**config.mk**
```make
export PLATFORM = sky130hd
export DESIGN_NAME = mchan_rr_req_arbiter
export DESIGN_NICKNAME = d
export VERILOG_FILES = /design/src/rtl/mchan_rr_req_arbiter.sv
export SDC_FILE = /design/constraint.sdc
export NUM_CORES = 1
export LEC_CHECK = 0
export ABC_CLOCK_PERIOD_IN_PS = 1810
export BUFFER_PORTS_ARGS = -buffer_cell sky130_fd_sc_hd__buf_2
export CAP_MARGIN = 5
export CORE_MARGIN = 2
export CORE_UTILIZATION = 35
export CTS_CLUSTER_SIZE = 16
export DETAILED_ROUTE_END_ITERATION = 16
export PLACE_DENSITY_LB_ADDON = 0.12
export SKIP_LAST_GASP = 1
export SYNTH_ARGS = -nofsm -noshare
export SYNTH_HDL_FRONTEND = slang
export SYNTH_SLANG_ARGS = --single-unit
```
**constraint.sdc**
```tcl
create_clock -name clk -period 1.81 [get_ports clk]
set_input_delay 0.0905 -clock clk [delete_from_list [all_inputs] [get_ports clk]]
set_output_delay 0.0905 -clock clk [all_outputs]
set_load 0.02 [all_outputs]
```
**src/rtl/mchan_rr_req_arbiter.sv**
```systemverilog
// mchan_rr_req_arbiter
// Round-robin arbiter that shares one mchan command port between N_REQ
// requesters. The request/payload path is combinational; the priority
// pointer, burst lock state and lock owner are registered and only change
// on an accepted downstream transfer (req_o & gnt_i).
//
// Optional feature: define MCHAN_RR_ARB_LOCK_EN to hold the grant on one
// requester across a multi-beat burst delimited by last_i. Without it every
// handshake is treated as a last beat and re-arbitrates.
module mchan_rr_req_arbiter #(
  parameter int N_REQ      = 4,
  parameter int DATA_WIDTH = 32,
  parameter int ID_WIDTH   = $clog2(N_REQ)
) (
  input  logic                        clk,
  input  logic                        rst_n,
  input  logic [N_REQ-1:0]            req_i,
  input  logic [N_REQ*DATA_WIDTH-1:0] data_i,
  input  logic [N_REQ-1:0]            last_i,
  output logic [N_REQ-1:0]            gnt_o,
  output logic                        req_o,
  output logic [DATA_WIDTH-1:0]       data_o,
  output logic                        last_o,
  output logic [ID_WIDTH-1:0]         id_o,
  input  logic                        gnt_i,
  output logic [ID_WIDTH-1:0]         rr_ptr_o,
  output logic                        locked_o
);

  typedef enum logic [0:0] {
    ST_IDLE   = 1'b0,
    ST_LOCKED = 1'b1
  } state_e;

  state_e                state_r;
  logic [ID_WIDTH-1:0]   rr_ptr_r;
  logic [ID_WIDTH-1:0]   lock_id_r;

  logic [ID_WIDTH-1:0]   winner_s;
  logic [ID_WIDTH-1:0]   sel_id_s;
  logic                  req_s;
  logic                  hs_s;
  logic                  eff_last_s;
  logic [DATA_WIDTH-1:0] data_s;
  logic                  last_s;
  logic [N_REQ-1:0]      gnt_s;

  // Index arithmetic modulo N_REQ without a divider: both operands are
  // already below N_REQ, so a single conditional subtract wraps correctly
  // even when N_REQ is not a power of two.
  function automatic logic [ID_WIDTH-1:0] wrap_add(input logic [ID_WIDTH-1:0] base,
                                                   input int unsigned          off);
    int unsigned sum;
    sum = int'(base) + off;
    if (sum >= N_REQ) begin
      sum = sum - N_REQ;
    end else begin
      sum = sum;
    end
    return ID_WIDTH'(sum);
  endfunction

  // Round-robin scan: walk offsets from farthest to nearest so the nearest
  // requesting index (starting at rr_ptr) is the final assignment.
  always_comb begin
    winner_s = rr_ptr_r;
    for (int off = N_REQ - 1; off >= 0; off--) begin
      if (req_i[wrap_add(rr_ptr_r, off)]) begin
        winner_s = wrap_add(rr_ptr_r, off);
      end else begin
        winner_s = winner_s;
      end
    end
  end

  // Select the active requester: the lock owner during a burst, otherwise
  // the round-robin winner. Downstream request is suppressed during reset.
  always_comb begin
    sel_id_s = winner_s;
    req_s    = 1'b0;
    case (state_r)
      ST_IDLE: begin
        sel_id_s = winner_s;
        req_s    = |req_i;
      end
      ST_LOCKED: begin
        sel_id_s = lock_id_r;
        req_s    = req_i[lock_id_r];
      end
      default: begin
        sel_id_s = winner_s;
        req_s    = 1'b0;
      end
    endcase
    if (!rst_n) begin
      req_s = 1'b0;
    end else begin
      req_s = req_s;
    end
  end

  // Payload/last mux and one-hot grant steering toward the selected index.
  always_comb begin
    data_s = {DATA_WIDTH{1'b0}};
    last_s = 1'b0;
    gnt_s  = {N_REQ{1'b0}};
    for (int k = 0; k < N_REQ; k++) begin
      if (ID_WIDTH'(k) == sel_id_s) begin
        data_s   = data_i[k*DATA_WIDTH +: DATA_WIDTH];
        last_s   = last_i[k];
        gnt_s[k] = hs_s;
      end else begin
        gnt_s[k] = 1'b0;
      end
    end
  end

  assign hs_s = req_s & gnt_i;

`ifdef MCHAN_RR_ARB_LOCK_EN
  assign eff_last_s = last_s;
  assign locked_o   = (state_r == ST_LOCKED);
`else
  // Without burst locking every accepted beat closes the transaction.
  assign eff_last_s = 1'b1;
  assign locked_o   = 1'b0;
`endif

  // Arbitration state: pointer advances past the served requester on the
  // last beat; a non-last beat latches the owner and enters the lock.
  always_ff @(posedge clk or negedge rst_n) begin
    if (!rst_n) begin
      state_r   <= ST_IDLE;
      rr_ptr_r  <= {ID_WIDTH{1'b0}};
      lock_id_r <= {ID_WIDTH{1'b0}};
    end else begin
      case (state_r)
        ST_IDLE: begin
          if (hs_s) begin
            if (eff_last_s) begin
              rr_ptr_r <= wrap_add(winner_s, 32'd1);
            end else begin
              state_r   <= ST_LOCKED;
              lock_id_r <= winner_s;
            end
          end
        end
        ST_LOCKED: begin
          if (hs_s && eff_last_s) begin
            state_r  <= ST_IDLE;
            rr_ptr_r <= wrap_add(lock_id_r, 32'd1);
          end
        end
        default: begin
          state_r <= ST_IDLE;
        end
      endcase
    end
  end

  assign req_o    = req_s;
  assign gnt_o    = gnt_s;
  assign data_o   = data_s;
  assign last_o   = last_s;
  assign id_o     = sel_id_s;
  assign rr_ptr_o = rr_ptr_r;

endmodule

```
==> run_results.csv <==
group,metric,value,unit
status,outcome,"complete, but fails checks",
status,violations,"negative setup slack",
power_and_ir_drop,ir_worst_vdd,539,µV
critical_path,endpoint_kind,"primary output",
yosys,synth-seq-cells,3,
critical_path,crit_required,1.72,ns
clocking,htreeDepth,1,
global_route,grt_pass1_vias,2531,
timing,hold_viol,0,
critical_path,r2r-start,"rr_ptr_o[0]$_DFFE_PN0P_",
critical_path,startpoint,"rr_ptr_o[1]$_DFFE_PN0P_",
global_route,grtUsageTotal,0.287,
power_and_ir_drop,p_sw,1560,µW
floorplan,die_area,0.00524,mm²
clocking,clk_pin_slew_worst_paths,0.03,ns
critical_path,cpPeakStageDelay,0.44,ns
placed_design,portBuffers,180,
timing,drv_slew,0,
clocking,clock-sinks,3,
final_layout,antenna_cells,0,
critical_path,cp_top_family,"compound AO/OA/AOI/OAI gates",
power_and_ir_drop,p_clk_frac,0.062,
yosys,yosysMostFrequentCell,"and3_1",
yosys,syn-cell-area,0.00164,mm²
final_layout,drive_gt1_frac,0.808,
timing,layout_setup_ws,-0.363,ns
critical_path,slowest_stage,"dfrtp_2",
critical_path,worstSetupPathType,"flop to primary output",
critical_path,crit_end,"data_o[14]",
final_layout,fin_area,0.00343,mm²
floorplan,rows,24,
critical_path,start_kind,"flop",
final_layout,final_core_util,0.777,
timing,maxClockFrequency,0.460,GHz
critical_path,arrival,2.08,ns
yosys,synth_cell_types,41,
critical_path,r2r_cells,7,
drt,num_vias,2534,
timing,fin_crit,2.17,ns
yosys,synthFlopType,"dfrtp_1",
final_layout,final_nets,531,
yosys,synth_top_cells_by_count,"and3_1 (33), o2bb2ai_1 (32), a221oi_2 (30)",
placed_design,place_area,0.00294,mm²
floorplan,core,0.00441,mm²
yosys,synth_cells,191,
yosys,synth_top_area_frac,0.275,
yosys,yosysTopAreaCell,"a221oi_2",
floorplan,die_w,72.4,µm
critical_path,crit_cells,7,
critical_path,worstPathCellList,"buf_6 > and3_1 > a311o_2 > buf_12 > a221oi_2 > o2bb2ai_2 > buf_2",
run,max-cap-violations,0,
yosys,synth_edf_count,0,
global_route,grt-ovfl-total,0,
yosys,postSynth.asyncResetShare,1.00,
timing,rsz0062_at_grt,"yes",
drt,drt_iter0_drc,86,
yosys,ys_warn_count,0,
power_and_ir_drop,p_leak,0.00165,µW
global_route,antenna_found_initial,0,
clocking,cts_made_buffers,3,
clocking,clockBufferDepth,2,
power_and_ir_drop,p_seq_frac,0.036,
final_layout,finalNonFillerCells,443,
placed_design,gp_congestion,0.839,
timing,clock_skew,0.000455,ns
floorplan,num_io_pins,182,
yosys,syn_nets,330,
critical_path,path_max_fanout,14,
yosys,seq_area_frac_synth,0.0459,
drt,ant_nets,0,
critical_path,rrSetupSlack,0.06,ns
critical_path,timing.rr.end,"rr_ptr_o[0]$_DFFE_PN0P_",
drt,drcViolationCount,0,
clocking,clk_latency,0.21,ns
global_route,grt_pass1_wl,12.1,mm
drt,via_per_inst,5.72,
final_layout,area_growth,110,%
placed_design,dp_hpwl,5.76,mm
yosys,yosys-top-cells-area,"a221oi_2 (28%), o2bb2ai_1 (17%), and3_1 (13%)",
timing,timing.final.crit_share,1.20,
power_and_ir_drop,power_density,913,mW/mm²
placed_design,numPlacedInstances,428,
drt,routed_wl,8.25,mm
timing,final-setup-viol-count,37,
clocking,cts_root_buffer,"clkbuf_8",
floorplan,dieHeight,72.4,µm
global_route,grt_max_degree,29,
yosys,syn_avg_cell_area,8.56,µm²
floorplan,start_util,0.370,
drt,routedWlPerCell,18.6,µm
clocking,cts_tree,"yes",
power_and_ir_drop,p_int,1580,µW
hold_path,hp-class,"input pin to async pin",
critical_path,crit_buf_inv,3,
power_and_ir_drop,power_frac_comb,0.902,
drt,first_pass_iters,4,
power_and_ir_drop,swShare,0.497,
==> registers in the layout (all words and copies together) (netlist names) <==
signal and flops:
rr_ptr_o 2, state_r 1
==> layout by cell type, fill, tap and decap left out, types with 2 or more instances in the layout <==
cell type,synthesis,layout
and3_1,33,29
nor2b_4,1,2
o21ai_0,4,3
nor2b_1,3,2
nor2_1,7,6
buf_6,11,7
clkbuf_8,0,3
buf_4,2,30
a21oi_1,4,3
inv_1,6,6
nand2b_1,4,3
nor3_1,2,2
and3_4,0,4
nand2_1,5,5
o211ai_1,2,2
buf_2,8,174
dfrtp_2,0,3
a221oi_4,0,13
a221oi_2,30,20
buf_12,0,8
o311ai_4,1,4
o2bb2ai_2,0,32
==> layer usage <==
| layer | wire length [µm] | up-vias | global-route usage |
|---|---|---|---|
| met5 | 0 | - | 0 |
| met4 | 229 | 0 | 0.101 |
| met3 | 501 | 26 | 0.0278 |
| met2 | 4380 | 123 | 0.515 |
| met1 | 3140 | 1173 | 0.353 |
| li1 | - | 1212 | - |
==> final cells by class <==
type / instances / area [µm²]
Fill cell: 302 / 982
Clock buffer: 4 / 45.0
Tap cell: 52 / 65.1
Timing Repair Buffer: 220 / 1350
Multi-Input combinational cell: 157 / 1870
Inverter: 7 / 26.3
Sequential cell: 3 / 78.8
==> worst reg2reg max path, delay by kind of cell, from the launching register on <==
family          cells  cell delay [ns]
flops               1             0.44
simple gates        2             0.46
buf+inv             2             0.29
compound gates      3             0.44
==> worst min path at each step <==
stage	cells past startpoint	end	startpoint	slack, ns
floorplan	0	rr_ptr_o[0]$_DFFE_PN0P_	rst_n	-0.21
global placement	1	state_r$_DFF_PN0_	rst_n	-0.1
detailed placement	1	state_r$_DFF_PN0_	rst_n	-0.1
CTS	2	rr_ptr_o[0]$_DFFE_PN0P_	rst_n	0.22
global route	2	rr_ptr_o[0]$_DFFE_PN0P_	rst_n	0.22
finish	2	rr_ptr_o[0]$_DFFE_PN0P_	rst_n	0.22
==> repair_timing <==
action / CTS / global route
setup endpoints to repair: 37 / 38
hold buffers: 1 / 0
gates resized for setup: 33 / 19
gates cloned: 4 / 0
pin swaps: 11 / 3
endpoints found under the hold margin: 3 / 0
setup buffers: 6 / 0
==> metrics by stage <==
step                setup slack, ns  hold WS [ns]  TNS (ns)  power [µW]
finish                       -0.363         0.217    -11.34        3130
global route                 -0.443         0.223    -14.12        3310
global placement             -0.274       -0.0984     -8.57        2440
CTS                          -0.321         0.216    -10.37        2970
detailed placement           -0.290       -0.0991     -8.84        2460
floorplan                   -0.0519        -0.205     -1.34        1670
==> logic make-up (layout without fill, tap and decap cells) <==
family                 Yosys count  in the layout  synth area share
AO/OA/AOI/OAI                   90             94             0.580
AND/OR/NAND/NOR                 61             61             0.225
buffers and inverters           35            231             0.142
flip-flops                       3              3            0.0459
other                            1              1           0.00229
XOR/XNOR                         1              1           0.00536
==> power by group through the flow <==
stage / combinational (µW) / sequential [µW] / clock (µW)
floorplan: 1560 / 115 / 0
CTS: 2660 / 111 / 201
global route: 2980 / 118 / 204
global placement: 2320 / 116 / 0
detailed placement: 2340 / 117 / 0
finish: 2830 / 113 / 195
No activity file was read; power rests on OpenSTA's default activity.
